[src/rtl/step_counter.sv]
// Parametrised up/down step counter with modulus, load, clear, saturate mode
// and terminal-count / wrap / load-error flags for the control path.
module step_counter #(
    parameter int unsigned WIDTH    = 3,
    parameter int unsigned MODULUS  = 8,
    parameter int unsigned SATURATE = 0
) (
    input  logic             Clock,
    input  logic             Resetn,
    input  logic             Clear,
    input  logic             Load,
    input  logic [WIDTH-1:0] LoadValue,
    input  logic             Enable,
    input  logic             Up,
    output logic [WIDTH-1:0] Count,
    output logic             TermCount,
    output logic             Wrap,
    output logic             LoadErr
);

    localparam int unsigned MAX_INT = MODULUS - 1;
    localparam logic [WIDTH-1:0] MAX_VAL = WIDTH'(MAX_INT);
    localparam logic [WIDTH-1:0] ZERO    = '0;
    localparam logic [WIDTH-1:0] ONE     = WIDTH'(1);
    localparam bit               SAT     = (SATURATE != 0);

    logic [WIDTH-1:0] count_next;
    logic             wrap_next;
    logic             load_err_next;
    logic             at_max;
    logic             at_zero;
    logic             load_oor;

    assign at_max   = (Count == MAX_VAL);
    assign at_zero  = (Count == ZERO);
    assign load_oor = (32'(LoadValue) > MAX_INT);

    // Valid in the cycle before the edge that wraps or holds at a range end.
    assign TermCount = Enable & ((Up & at_max) | (~Up & at_zero));

    // Next-state: Clear > Load > Enable > hold; flags pulse for one cycle only.
    always_comb begin
        count_next    = Count;
        wrap_next     = 1'b0;
        load_err_next = 1'b0;
        if (Clear) begin
            count_next = ZERO;
        end else if (Load) begin
            if (load_oor) begin
                count_next    = MAX_VAL;
                load_err_next = 1'b1;
            end else begin
                count_next = LoadValue;
            end
        end else if (Enable) begin
            if (Up) begin
                if (!at_max) begin
                    count_next = Count + ONE;
                end else if (!SAT) begin
                    count_next = ZERO;
                    wrap_next  = 1'b1;
                end
            end else begin
                if (!at_zero) begin
                    count_next = Count - ONE;
                end else if (!SAT) begin
                    count_next = MAX_VAL;
                    wrap_next  = 1'b1;
                end
            end
        end
    end

    always_ff @(posedge Clock or negedge Resetn) begin
        if (!Resetn) begin
            Count   <= ZERO;
            Wrap    <= 1'b0;
            LoadErr <= 1'b0;
        end else begin
            Count   <= count_next;
            Wrap    <= wrap_next;
            LoadErr <= load_err_next;
        end
    end

endmodule

[config.mk]
export PLATFORM = sky130hd
export DESIGN_NAME = step_counter
export DESIGN_NICKNAME = d
export VERILOG_FILES = /design/src/rtl/step_counter.sv
export SDC_FILE = /design/constraint.sdc
export NUM_CORES = 1
export LEC_CHECK = 0
export ABC_CLOCK_PERIOD_IN_PS = 1600
export CAP_MARGIN = 25
export CORE_AREA = 8 8 45 47
export DETAILED_ROUTE_END_ITERATION = 8
export DIE_AREA = 0 0 53 55
export PLACE_DENSITY = 0.55
export SYNTH_ARGS = -nofsm -noshare
export SYNTH_HDL_FRONTEND = slang
export SYNTH_SLANG_ARGS = --single-unit
[constraint.sdc]
create_clock -name Clock -period 1.6 [get_ports Clock]
set_input_delay 0.24 -clock Clock [delete_from_list [all_inputs] [get_ports Clock]]
set_output_delay 0.24 -clock Clock [all_outputs]
set_load 0.05 [all_outputs]
==> flow_summary.ini <==
[power_and_ir_drop]
peakVddDrop_mv = 0.192
power.leakage_nw = 0.283
power_mw = 0.436
power_density_nw_per_um2 = 682

[setup_path]
path_max_fanout = 4
crit_family = flip-flops
max_stage_delay_ps = 440
path_buf_inv = 2
reg2reg_to = Count[2]
cp-end-kind = output port
crit_slowest_cell = dfrtp_2
critPathKind = flip-flop to output port
cp.required_ps = 1360
reg2reg_from = Count[1]
worstRegToRegCells = 6
rrSetupSlack_ps = 70
arrival_ps = 1450
startpoint_type = flip-flop
worstPathCellList = inv_2 > ha_4 > nor3b_4 > a21oi_2 > nor2_4 > buf_12

[timing]
setup_viol = 1
fin_skew_ps = 6.95
min_period_over_period = 1.06
slew_viol_final = 0
rsz0062_at_grt = yes
fin_ws_ps = -88.1
period_minus_slack_ps = 1690
fmax_mhz = 592
hold_violations = 0

[global_route]
antenna_found_initial = 0
grt_pass1_vias = 381
grt_max_degree = 8
grt_pass1_wl_um = 1920
grt_overflow = 0
track_usage = 0.0930

[run_status]
violations = setup timing
status = finished, violations left

[synthesis]
syn-num-nets = 52
yosys_warnings = 0
yosys_register_bits = 4
synth.yosys.seq_area_share = 0.303
syn_area_um2 = 330
syn-instance-count = 38
synth_cell_types = 18
yosysTopAreaCellShare = 0.303
yosys.area.top_type = dfrtp_1
synthTopCellsByArea = dfrtp_1 (30%), ha_1 (19%), inv_1 (8.0%), a21oi_1 (7.6%), a221oi_1 (5.3%)
avgSynthCellArea_um2 = 8.69

[placed_design]
gp_congestion = 0.802
placed_cell_area_um2 = 526
pre_cts_slack_ps = -1.33
portBuffers = 13
dp_hpwl_um = 804

[floorplan]
die_w_um = 53
io_pins = 15
rows = 14
floorplan.initialDensity = 0.239
die_area_um2 = 2920
die_y_um = 55
core_area_um2 = 1380

[finish]
diodes = 0
final_common_cell = buf_4
nNetsFinal = 78
fin_area_um2 = 639
areaGrowthSynthToFinish_pct = 93.6
layout_common_cells = buf_4 (12), clkdlybuf4s50_1 (8), inv_1 (5)
drive_gt1_frac = 0.468

[route]
vias_per_cell = 4.78
ant_nets = 0
drt_iter0_drc = 6
drc = 0
firstDrtPassIters = 3
num_vias = 373
wl_per_cell_um = 15.0
wl_um = 1170

[clock_network]
cts.sinks = 4
htreeDepth = 1
cts_tree = done
cts_buffers = 3
clk_latency_ps = 240
hold_buffers = 0
cts-root-buf = clkbuf_4
clock_path_buffers = 2
clkTransAtPathRegs_ps = 40

[worst_hold_path]
hold_class = primary input to async pin

[job]
max_cap_violations = 0
[cells by family after synthesis]
| kind of cell | after synthesis | synth area share |
|---|---|---|
| and+or+nand+nor | 8 | 0.152 |
| buffers and inverters | 8 | 0.102 |
| AOI/OAI and AO/OA | 12 | 0.242 |
| adders and majority gates | 5 | 0.189 |
| other | 1 | 0.0114 |
| DFF | 4 | 0.303 |
[stage by stage]
stage / util / hold slack [ps] / TNS, ps / instances
final: 0.462 / 207 / -88.1 / 78
after global routing: 0.462 / 214 / -240 / 78
after CTS: 0.443 / 203 / -81.4 / 76
after detailed placement: 0.380 / 466 / -1.33 / 70
after global placement: 0.380 / 460 / 0 / 70
after floorplan: - / -55.6 / -5.52 / 38
[where the power goes]
group | switching (mW) | total (mW) | internal [mW]
sequential | 0.0120 | 0.121 | 0.109
clock | 0.0443 | 0.128 | 0.0841
combinational | 0.0933 | 0.187 | 0.0933
total | 0.150 | 0.436 | 0.286
[cell usage after synthesis]
cell       instances
a221oi_1           2
nor2_1             1
buf_4              1
nor4_1             1
or3_1              1
nor3b_1            2
nand2b_1           1
inv_1              7
ha_1               5
or2b_1             1
o21ai_0            2
o2bb2ai_1          1
a21oi_1            5
dfrtp_1            4
conb_1             1
nor3_1             1
a2111oi_1          1
a311oi_1           1
[metal layers]
| metal | vias to the layer above | part of all wire | global-route usage |
|---|---|---|---|
| met5 | - | 0 | 0 |
| met4 | 0 | 0.0043 | 0.0647 |
| met3 | 2 | 0.086 | 0.0455 |
| met2 | 11 | 0.51 | 0.137 |
| met1 | 176 | 0.40 | 0.104 |
| li1 | 184 | - | - |
[area by class of cell]
class	instances	area (µm²)
fillers	137	744
multi-input cells	26	258
repair buffers	22	210
flip-flops and latches	4	103
inverters	7	26.3
clock buffers	3	22.5
well taps	16	20.0
[worst max path at each step]
stage,start,to,slack (ps),cells past startpoint
floorplan,Count[1],TermCount,-6,5
CTS,Count[1],TermCount,-80,5
detailed placement,Enable,Count[1],-1,4
global placement,Enable,Count[1],4,4
finish,Count[1],TermCount,-90,6
global route,Count[1],TermCount,-170,6
[registers in the layout, indices dropped and copies added (netlist names)]
signal  count
Count       3
Wrap        1
[timing repair]
action                                  CTS  global route
buffers inserted                          3             3
gates cloned                              0             0
pin swaps                                 3             5
endpoints found under the setup margin    1             3
gates resized for setup                   9             2
(Power assumes the default switching activity.)
